$ cat config.mk
export PLATFORM = sky130hd
export DESIGN_NAME = unary_serializer
export DESIGN_NICKNAME = d
export VERILOG_FILES = /design/src/rtl/unary_pkg.sv /design/src/rtl/unary_bit_counter.sv /design/src/rtl/unary_serializer.sv
export SDC_FILE = /design/constraint.sdc
export NUM_CORES = 1
export LEC_CHECK = 0
export BUFFER_PORTS_ARGS = -buffer_cell sky130_fd_sc_hd__buf_4
export CAP_MARGIN = 20
export CORE_MARGIN = 5
export CORE_UTILIZATION = 45
export DETAILED_ROUTE_END_ITERATION = 12
export PLACE_DENSITY = 0.69
export SLEW_MARGIN = 25
export SYNTH_ARGS = -nofsm -noshare
export SYNTH_HDL_FRONTEND = slang
export SYNTH_HIERARCHICAL = 1
export SYNTH_SLANG_ARGS = --single-unit
$ cat constraint.sdc
create_clock -name clk_i -period 1.2 [get_ports clk_i]
set_input_delay 0.24 -clock clk_i [delete_from_list [all_inputs] [get_ports clk_i]]
set_output_delay 0.24 -clock clk_i [all_outputs]
set_load 0.01 [all_outputs]
$ cat src/rtl/unary_pkg.sv
// Shared types and helpers for the unary serializer.
package unary_pkg;

  typedef enum logic [0:0] {IDLE, SEND} unary_state_e;

  function automatic int unsigned sat_count(input int unsigned count, input int unsigned width);
    return (count > width) ? width : count;
  endfunction

endpackage

$ cat src/rtl/unary_bit_counter.sv
// Frame bit index counter with synchronous clear/enable and a last-bit flag.
module unary_bit_counter #(
  parameter int unsigned width_p = 32,
  parameter int unsigned idx_w_p = $clog2(width_p)
) (
  input  logic               clk_i,
  input  logic               reset_ni,
  input  logic               i_clr,
  input  logic               i_en,
  output logic [idx_w_p-1:0] o_idx,
  output logic               o_at_last
);

  logic [idx_w_p-1:0] r_idx;

  // Clear wins over enable so a back-to-back accept restarts at bit 0.
  always_ff @(posedge clk_i) begin
    if (!reset_ni) begin
      r_idx <= '0;
    end else if (i_clr) begin
      r_idx <= '0;
    end else if (i_en) begin
      r_idx <= r_idx + 1'b1;
    end
  end

  assign o_idx     = r_idx;
  assign o_at_last = (r_idx == idx_w_p'(width_p - 1));

endmodule

$ cat src/rtl/unary_serializer.sv
// Emits a width_p-bit frame holding count_i ones (ones first) over a valid/ready stream.
// Optional UNARY_SERIALIZER_B2B_EN lets a new count be accepted on the last beat.
module unary_serializer
  import unary_pkg::*;
#(
  parameter int unsigned width_p = 32
) (
  input  logic                     clk_i,
  input  logic                     reset_ni,
  input  logic [$clog2(width_p):0] count_i,
  input  logic                     valid_i,
  output logic                     ready_o,
  output logic                     data_o,
  output logic                     valid_o,
  input  logic                     ready_i,
  output logic                     last_o
);

  localparam int unsigned IdxW = $clog2(width_p);
  localparam int unsigned CntW = IdxW + 1;

  unary_state_e    r_state;
  logic [CntW-1:0] r_count;

  logic            w_accept;
  logic            w_beat;
  logic            w_at_last;
  logic [IdxW-1:0] w_idx;
  logic [CntW-1:0] w_sat;

  assign w_sat    = CntW'(sat_count(32'(count_i), width_p));
  assign w_accept = valid_i && ready_o;
  assign w_beat   = valid_o && ready_i;

  unary_bit_counter #(
    .width_p (width_p),
    .idx_w_p (IdxW)
  ) u_idx (
    .clk_i     (clk_i),
    .reset_ni  (reset_ni),
    .i_clr     (w_accept),
    .i_en      (w_beat),
    .o_idx     (w_idx),
    .o_at_last (w_at_last)
  );

  always_ff @(posedge clk_i) begin
    if (!reset_ni) begin
      r_state <= IDLE;
      r_count <= '0;
    end else begin
      unique case (r_state)
        IDLE: begin
          if (w_accept) begin
            r_state <= SEND;
            r_count <= w_sat;
          end
        end
        SEND: begin
          if (w_beat && w_at_last) begin
            if (w_accept) begin
              r_count <= w_sat;
            end else begin
              r_state <= IDLE;
            end
          end
        end
      endcase
    end
  end

`ifdef UNARY_SERIALIZER_B2B_EN
  assign ready_o = (r_state == IDLE) || ((r_state == SEND) && w_at_last && ready_i);
`else
  assign ready_o = (r_state == IDLE);
`endif

  assign valid_o = (r_state == SEND);
  assign data_o  = (r_state == SEND) && ({1'b0, w_idx} < r_count);
  assign last_o  = (r_state == SEND) && w_at_last;

endmodule

==> results.ini, run 1 <==
[yosys]
netlist_area_um2 = 646
synth_top_area_share_pct = 37.2
synth_cells = 71
synth_area_per_cell_um2 = 9.09
synthesis.nets = 87
ys_warn_count = 6
ys_seq_area_share_pct = 37.2
yosys-top-cells-area = dfxtp_1, ha_1, nand3b_1, a21boi_1, mux2i_1
ys_types = 22
synth_top_area_cell = dfxtp_1
synth-seq-cells = 12

[clock_network]
ctsHoldBuffers = 0
clkLatencyLatePin_ns = 0.27
root_buffer = clkbuf_4
clkTransAtPathRegs_ns = 0.08
cts_buffers = 3
cts.sinks = 12
cts_tree = built
clock_path_buffers = 2
htree_levels = 1

[placement]
port_buffers = 13
hpwl_um = 992
gpl.final_weighted_congestion = 0.735

[power_and_ir_drop]
p_per_area_nw_per_um2 = 909
ir_drop_v = 0.000599
cellLeakagePower_nw = 0.393
fin_total_pwr_mw = 0.882

[detailed_routing]
drtAntennaViolNets = 0
wirelength_mm = 1.41
drc = 0
initialDrtViolationCount = 1
vias = 547
first_pass_iters = 2
routed_via_density = 4.97
routedWlPerCell_um = 12.8

[critical_path]
worst-setup-path-type = flop to output pin
crit_chain = inv_2 -> ha_4 -> nand2_2 -> o21ai_2 -> a41oi_2 -> buf_4
end_kind = output pin
start_kind = flop
required_ns = 0.96
arrival_ns = 1.38
crit_family = flip-flops
max_stage_delay_ns = 0.34
crit_slowest_cell = dfxtp_2
crit_fanout = 2
worst-path-buf-inv = 2

[timing]
skew_ns = 0.00487
slew_viol_final = 0
fin_crit_sh_pct = 135
tns_ns = -0.815
final_hold_viol_count = 0
worst_pin_slew_ns = 0.206
min_period_ns = 1.62
rsz0062_at_grt = yes
layout_setup_ws_ns = -0.416
relSlewSlack_pct = 86.1
setup_viol_count_final = 2
fmax_mhz = 619

[finish]
area_delta_synth_final_pct = 50.2
fin_util_pct = 72.7
drive_gt1_share_pct = 56.8
nets = 112
diodes = 0

[run]
max-cap-violations = 0

[global_routing]
grt_pass1_wl_mm = 2.33
grt-ovfl-total = 0
grtUsageTotal_pct = 15.1
grt_max_degree = 11
grt_pass1_vias = 521
antenna_found_initial = 0

[die]
fp.dieH_um = 47.9
initial_core_util_pct = 48.4
dieArea_um2 = 2290
dieWidth_um = 47.9
core-area_um2 = 1330
top_level_ports = 14
rows = 13

[run_status]
outcome = finished with violations
failed_checks = negative setup slack

[worst_hold_path]
hold_path.class = input port to flop

cell families after synthesis:
family,Yosys count,share of synthesized area (%)
xor+xnor,1,1.36
fa+ha+maj,6,11.6
buf+inv,8,5.23
compound gates,15,15.3
simple gates,26,24.6
mux,3,4.65
flops,12,37.2
cell usage in the layout (no fill, tap or decap), types with 2 or more instances in the layout:
cell type,count
dfxtp_2,7
dfxtp_1,3
a21boi_1,6
o21ai_2,2
a21oi_2,3
inv_2,2
nand3b_1,7
mux2i_1,3
clkbuf_4,3
nor2_1,3
ha_4,5
nand2_1,7
dfxtp_4,2
inv_1,4
buf_4,20
cell type report:
cell class	count	area [um2]
Fill cell	107	364
Tap cell	15	18.8
Sequential cell	12	256
Multi-Input combinational cell	51	468
Clock buffer	4	36.3
Timing Repair Buffer	21	161
Inverter	7	28.8
where the power goes:
| group | internal [mW] | switching [mW] | total (mW) |
|---|---|---|---|
| combinational | 0.0743 | 0.0594 | 0.134 |
| clock | 0.184 | 0.143 | 0.328 |
| sequential | 0.409 | 0.0115 | 0.421 |
through the flow:
stage | setup slack (ns) | hold WS [ns] | instance area (um2) | std cells
detailed placement | -0.169 | 0.433 | 852 | 104
global placement | -0.138 | 0.421 | 852 | 104
CTS | -0.426 | 0.139 | 936 | 109
floorplan | -0.0112 | 0.329 | 696 | 71
finish | -0.416 | 0.128 | 970 | 110
global route | -0.505 | 0.119 | 970 | 110
cells in the mapped netlist:
cell,number
a21bo_2,1
o21ai_0,3
or3b_1,1
nand4_1,1
a21oi_1,4
or2b_1,1
nand2b_4,1
nand2_1,8
nor2b_1,1
ha_1,6
inv_1,6
buf_2,1
mux2i_1,3
a21boi_1,6
a41oi_1,1
nor2_1,3
and2_2,2
inv_4,1
nand3b_1,7
and3_2,1
dfxtp_1,12
xnor2_1,1
worst paths after layout:
| check | slack [ns] | to | depth (start not counted) | from |
|---|---|---|---|---|
| worst max-delay path | -0.42 | data_o | 6 | r_count[2]$_SDFFE_PN0P_ |
| worst min-delay path | 0.13 | valid_o$_SDFF_PN0_ | 2 | ready_i |
| worst max register to register | 0.05 | u_idx/o_idx[4]$_SDFFE_PP0P_ | 5 | u_idx/o_idx[1]$_SDFFE_PP0P_ |
| worst min register to register | 0.45 | r_count[3]$_SDFFE_PN0P_ | 2 | r_count[3]$_SDFFE_PN0P_ |
routing by layer:
layer  wire [um]  track usage, %
met5           0               0
met4           9            6.45
met3          69            5.26
met2         699            24.3
met1         630            18.2
timing repair:
action,4_1_cts,5_1_grt
gates resized for setup,11,6
setup buffers,1,1
endpoints found under the setup margin,3,9
endpoints found under the hold margin,0,0
pin swaps,6,4
flip-flops by register name, indices dropped and copies added (netlist names):
name / count
r_count: 6
u_idx/o_idx: 5
valid_o: 1
Power figures use the tool's default switching activity.
==> run 2: changes to the inputs <==
==> constraint.sdc (replaced) <==
create_clock -name clk_i -period 1.2 [get_ports clk_i]
set_input_delay 0 -clock clk_i [delete_from_list [all_inputs] [get_ports clk_i]]
set_output_delay 0 -clock clk_i [all_outputs]
set_load 0.01 [all_outputs]
==> run 2 against run 1 <==
Net effect:
- the run still ends with negative setup slack left
- critical path depth is 1 lower
- via count is 2.9% higher
- sequential share of layout area shrank 0.23 points
- maximum frequency grew 18%
- highest routed layer unchanged
- worst setup slack gained 0.25 ns
- largest cell class unchanged
==> results.ini, run 2 (same netlist as run 1, synthesis figures left out) <==
[critical_path]
crit_chain = ha_4 -> and3_4 -> ha_2 -> and2_4 -> buf_6  ; was inv_2 -> ha_4 -> nand2_2 -> o21ai_2 -> a41oi_2 -> buf_4
worst-path-buf-inv = 1  ; was 2
end_kind = output pin  ; unchanged
max_stage_delay_ns = 0.36  ; was 0.34 ns
startpoint = u_idx/o_idx[1]$_SDFFE_PP0P_  ; was r_count[2]$_SDFFE_PN0P_
crit_family = flip-flops  ; unchanged
crit_slowest_cell = dfxtp_4  ; was dfxtp_2
start_kind = flop  ; unchanged
ff2ff_setup_slack_ns = -0.01  ; was 0.05 ns
required_ns = 1.20  ; was 0.96 ns
reg2reg_from = u_idx/o_idx[1]$_SDFFE_PP0P_  ; unchanged
rr_endpoint = u_idx/o_idx[4]$_SDFFE_PP0P_  ; unchanged
worst-setup-path-type = flop to output pin  ; unchanged
rr_worst_depth = 5  ; unchanged
arrival_ns = 1.37  ; was 1.38 ns
crit_fanout = 3  ; was 2

[placement]
port_buffers = 13  ; unchanged
pre_cts_ws_ns = -0.0530  ; was -0.169 ns
hpwl_um = 982  ; was 992 um
gpl.final_weighted_congestion = 0.698  ; was 0.735

[timing]
fmax_mhz = 731  ; was 619 MHz
tns_ns = -0.336  ; was -0.815 ns
fin_crit_sh_pct = 114  ; was 135%
rsz0062_at_grt = yes  ; unchanged
worst_pin_slew_ns = 0.212  ; was 0.206 ns
slew_viol_final = 0  ; unchanged
skew_ns = 0.00580  ; was 0.00487 ns
relSlewSlack_pct = 85.7  ; was 86.1%
layout_setup_ws_ns = -0.168  ; was -0.416 ns
min_period_ns = 1.37  ; was 1.62 ns
setup_viol_count_final = 3  ; was 2
final_hold_viol_count = 0  ; unchanged

[power_and_ir_drop]
p_per_area_nw_per_um2 = 904  ; was 909 nW/um2
cellLeakagePower_nw = 0.405  ; was 0.393 nW
ir_drop_v = 0.000589  ; was 0.000599 V

[detailed_routing]
drc = 0  ; unchanged
initialDrtViolationCount = 7  ; was 1
vias = 563  ; was 547
routedWlPerCell_um = 11.4  ; was 12.8 um
drtAntennaViolNets = 0  ; unchanged
routed_via_density = 4.94  ; was 4.97
wirelength_mm = 1.30  ; was 1.41 mm
first_pass_iters = 4  ; was 2

[finish]
fin_util_pct = 73.0  ; was 72.7%
top_register = r_count  ; unchanged
largest_reg_flops = 6  ; unchanged
multi_input_area_um2 = 428  ; was 468 um2
nFillCells = 109  ; was 107
regArea_um2 = 255  ; was 256 um2
layout_common_cells = buf_4, nand2_1, nand3b_1  ; was buf_4, nand2_1, nand3b_1, dfxtp_2, a21boi_1
nets = 116  ; was 112
area_delta_synth_final_pct = 50.8  ; was 50.2%
final_common_cell = buf_4  ; unchanged
drive_gt1_share_pct = 46.5  ; was 56.8%
diodes = 0  ; unchanged

[run]
max-cap-violations = 0  ; unchanged

[global_routing]
grt_pass1_wl_mm = 2.23  ; was 2.33 mm
antenna_found_initial = 0  ; unchanged
grt_max_degree = 11  ; unchanged
grtUsageTotal_pct = 14.3  ; was 15.1%
grt_pass1_vias = 547  ; was 521
grt-ovfl-total = 0  ; unchanged

[die]
fp.dieH_um = 47.9  ; unchanged
rows = 13  ; unchanged
dieArea_um2 = 2290  ; unchanged
dieWidth_um = 47.9  ; unchanged
top_level_ports = 14  ; unchanged
core-area_um2 = 1330  ; unchanged
initial_core_util_pct = 48.4  ; unchanged

[clock_network]
clkTransAtPathRegs_ns = 0.07  ; was 0.08 ns
htree_levels = 1  ; unchanged
clock_path_buffers = 2  ; unchanged
cts_buffers = 3  ; unchanged
cts.sinks = 12  ; unchanged
clkLatencyLatePin_ns = 0.27  ; about the same
root_buffer = clkbuf_4  ; unchanged
cts_tree = built  ; unchanged
post_cts_buffers = 0  ; was 1

[worst_hold_path]
hold_path.class = input port to flop  ; unchanged
worstHoldEndpoint = r_count[0]$_SDFFE_PN0P_  ; was valid_o$_SDFF_PN0_
whs_path_depth = 3  ; was 2
hold_start = count_i[0]  ; was ready_i

[run_status]
outcome = finished with violations  ; unchanged
failed_checks = negative setup slack  ; unchanged

run 2: worst max-delay path by stage:
stage / to / slack, ns / depth (start not counted)
final: last_o / -0.17 / 5
after global routing: data_o / -0.25 / 6
after CTS: data_o / -0.18 / 6
after detailed placement: data_o / -0.05 / 6
after global placement: data_o / -0.02 / 6
after floorplan: u_idx/o_idx[4]$_SDFFE_PP0P_ / 0.007 / 5
run 2: metal layers:
layer | vias up | track usage, % | routed length (um)
li1 | 301 | - | -
met1 | 251 | 16.0 | 609
met2 | 9 | 24.5 | 627
met3 | 2 | 4.51 | 54
met4 | 0 | 6.45 | 8
met5 | - | 0 | 0
run 2: worst register-to-register path, cell delays in order (launching register included):
cell and delay, ns:
dfxtp_4 0.36, ha_4 0.15, and3_4 0.17, ha_2 0.24, mux2i_1 0.13, nor2_1 0.05
run 2: repair_timing:
| item | in CTS | in global routing |
|---|---|---|
| setup endpoints to repair | 3 | 5 |
| pin swaps | 6 | 1 |
| cloned | 0 | 0 |
| hold buffers | 5 | 1 |
| resized for setup | 15 | 5 |
| hold endpoints to repair | 5 | 1 |
run 2: final cells by class:
type                    count  share of cell area, %
flip-flops and latches     12                   26.2
multi-input cells          51                   44.0
inverters                   7                   2.96
clock buffers               4                   3.73
well taps                  15                   1.93
repair buffers             25                   21.2
run 2: through the flow:
stage	power [mW]	instance area [um2]	std cells	hold WS (ns)
6_report	0.880	973	114	0.0113
2_1_floorplan	0.490	656	71	0.0894
5_1_grt	0.934	973	114	0.0152
3_3_place_gp	0.548	812	104	0.180
4_1_cts	0.890	951	113	0.00362
3_5_place_dp	0.550	812	104	0.185
run 2: power breakdown:
group / switching (mW) / internal, mW / total [mW]
clock network: 0.137 / 0.184 / 0.321
registers: 0.00865 / 0.407 / 0.416
logic: 0.0598 / 0.0830 / 0.143
total: 0.206 / 0.675 / 0.880
==> run 3: changes to the inputs <==
--- a/constraint.sdc
+++ b/constraint.sdc
@@ -3,2 +3,2 @@
 set_output_delay 0 -clock clk_i [all_outputs]
-set_load 0.01 [all_outputs]
+set_load 0.1 [all_outputs]
==> run 3 against run 2 <==
Net effect:
- the flow still finishes with violations (negative setup slack)
- power increased by 11%
- register-to-register slack got worse by 0.04 ns
- clock skew increased by 0.0018 ns
- critical path depth increased by 1
- critical endpoint is now data_o
- largest cell class unchanged
==> results.ini, run 3 (same netlist as run 1, synthesis figures left out) <==
[global_routing]
grt_pass1_vias = 603  ; was 547
grtUsageTotal_pct = 16.3  ; was 14.3%
grt_max_degree = 11  ; unchanged
grt-ovfl-total = 0  ; unchanged
antenna_found_initial = 0  ; unchanged
grt_pass1_wl_mm = 2.59  ; was 2.23 mm

[finish]
layout_common_cells = buf_4, nand2_1, nand3b_1, dlygate4sd3_1, dfxtp_2  ; was buf_4, nand2_1, nand3b_1
diodes = 0  ; unchanged
area_delta_synth_final_pct = 66.1  ; was 50.8%
nFillCells = 85  ; was 109
final_common_cell = buf_4  ; unchanged
fin_util_pct = 80.4  ; was 73.0%
nets = 119  ; was 116
stdcell_count = 117  ; was 114
final_cell_area_um2 = 1070  ; was 973 um2
drive_gt1_share_pct = 51.0  ; was 46.5%
top_register = r_count  ; unchanged
largest_reg_flops = 6  ; unchanged

[timing]
final_hold_viol_count = 0  ; unchanged
fin_crit_sh_pct = 125  ; was 114%
worst_pin_slew_ns = 0.280  ; was 0.212 ns
skew_ns = 0.00762  ; was 0.00580 ns
setup_viol_count_final = 3  ; unchanged
layout_setup_ws_ns = -0.303  ; was -0.168 ns
relSlewSlack_pct = 81.5  ; was 85.7%
rsz0062_at_grt = yes  ; unchanged
slew_viol_final = 0  ; unchanged
tns_ns = -0.556  ; was -0.336 ns
fmax_mhz = 665  ; was 731 MHz
min_period_ns = 1.50  ; was 1.37 ns
whs_ns = 0.0182  ; was 0.0113 ns

[die]
initial_core_util_pct = 48.4  ; unchanged
dieWidth_um = 47.9  ; unchanged
core-area_um2 = 1330  ; unchanged
fp.dieH_um = 47.9  ; unchanged
top_level_ports = 14  ; unchanged
dieArea_um2 = 2290  ; unchanged
rows = 13  ; unchanged

[critical_path]
startpoint = r_count[4]$_SDFFE_PN0P_  ; was u_idx/o_idx[1]$_SDFFE_PP0P_
start_kind = flop  ; unchanged
ff2ff_setup_slack_ns = -0.05  ; was -0.01 ns
crit_fanout = 2  ; was 3
end_kind = output pin  ; unchanged
worst-setup-path-type = flop to output pin  ; unchanged
arrival_ns = 1.50  ; was 1.37 ns
required_ns = 1.20  ; about the same
reg2reg_from = u_idx/o_idx[1]$_SDFFE_PP0P_  ; unchanged

[detailed_routing]
initialDrtViolationCount = 7  ; unchanged
first_pass_iters = 4  ; unchanged
drtAntennaViolNets = 0  ; unchanged
routed_via_density = 5.16  ; was 4.94
routedWlPerCell_um = 13.7  ; was 11.4 um
vias = 604  ; was 563
wirelength_mm = 1.60  ; was 1.30 mm
drc = 0  ; unchanged

[power_and_ir_drop]
fin_total_pwr_mw = 0.978  ; was 0.880 mW
p_sw_share_pct = 29.4  ; was 23.4%
clock_power_share_pct = 34.7  ; was 36.5%
switchingPower_mw = 0.288  ; was 0.206 mW
internal_power_mw = 0.690  ; was 0.675 mW
comb_power_share_pct = 22.2  ; was 16.2%
p_per_area_nw_per_um2 = 912  ; was 904 nW/um2
ir_drop_v = 0.000547  ; was 0.000589 V
seq_power_share_pct = 43.1  ; was 47.3%
cellLeakagePower_nw = 0.432  ; was 0.405 nW

[clock_network]
cts_tree = built  ; unchanged
clkLatencyLatePin_ns = 0.28  ; was 0.27 ns
cts.sinks = 12  ; unchanged
clkTransAtPathRegs_ns = 0.09  ; was 0.07 ns
htree_levels = 1  ; unchanged
cts_buffers = 3  ; unchanged
root_buffer = clkbuf_4  ; unchanged
clock_path_buffers = 2  ; unchanged

[run_status]
outcome = finished with violations  ; unchanged
failed_checks = negative setup slack  ; unchanged

[placement]
hpwl_mm = 1.08  ; was 982 um
dpl-instance-area_um2 = 871  ; was 812 um2
port_buffers = 13  ; unchanged
gpl.final_weighted_congestion = 0.696  ; was 0.698
dp_cells = 105  ; was 104
pre_cts_ws_ns = -0.141  ; was -0.0530 ns

[worst_hold_path]
hold_path.class = input port to flop  ; unchanged
hold_start = reset_ni  ; was count_i[0]

[run]
max-cap-violations = 0  ; unchanged

==> run 3: changes by cell type in the layout (fill, tap and decap cells not counted), sizes merged <==
cell,change
buf,+2
dlygate4sd3,+1
==> run 3: cell type report <==
cell class / instances / area [um2] / area share [%]
clock buffers: 4 / 36.3 / 3.38
inverters: 7 / 28.8 / 2.68
multi-input cells: 51 / 472 / 44.0
flip-flops and latches: 12 / 256 / 23.9
well taps: 15 / 18.8 / 1.75
repair buffers: 28 / 260 / 24.3
==> run 3: metal layers <==
layer	vias up	wire, um	global-route usage (%)
li1	308	-	-
met1	276	706	18.3
met2	17	813	30.3
met3	3	66	3.38
met4	0	16	4.84
met5	-	0	0
==> run 3: worst max-delay path: stages, from the launching register on <==
cell     delay, ns
dfxtp_2       0.34
inv_2         0.05
ha_4          0.22
a21oi_4       0.15
o21ai_2       0.08
a41oi_4       0.19
buf_12        0.20
==> run 3: worst paths after layout <==
path / endpoint / cells after the start
setup / recovery: data_o / 6
hold / removal: r_count[1]$_SDFFE_PN0P_ / 2
setup reg to reg: valid_o$_SDFF_PN0_ / 6
hold reg to reg: r_count[1]$_SDFFE_PN0P_ / 2
==> run 3: what timing repair did <==
item | 4_1_cts | 5_1_grt
pin swaps | 8 | 4
setup endpoints to repair | 3 | 4
buffers inserted | 1 | 1
endpoints found under the hold margin | 7 | 0
resized for setup | 19 | 4
hold buffers | 7 | 0
==> run 3: power by group through the flow <==
stage          Sequential (mW)  Combinational, mW  Clock, mW
6_report                 0.421              0.217      0.339
5_1_grt                  0.424              0.229      0.362
2_1_floorplan            0.447              0.107          0
3_5_place_dp             0.431              0.184          0
3_3_place_gp             0.430              0.181          0
4_1_cts                  0.423              0.215      0.340
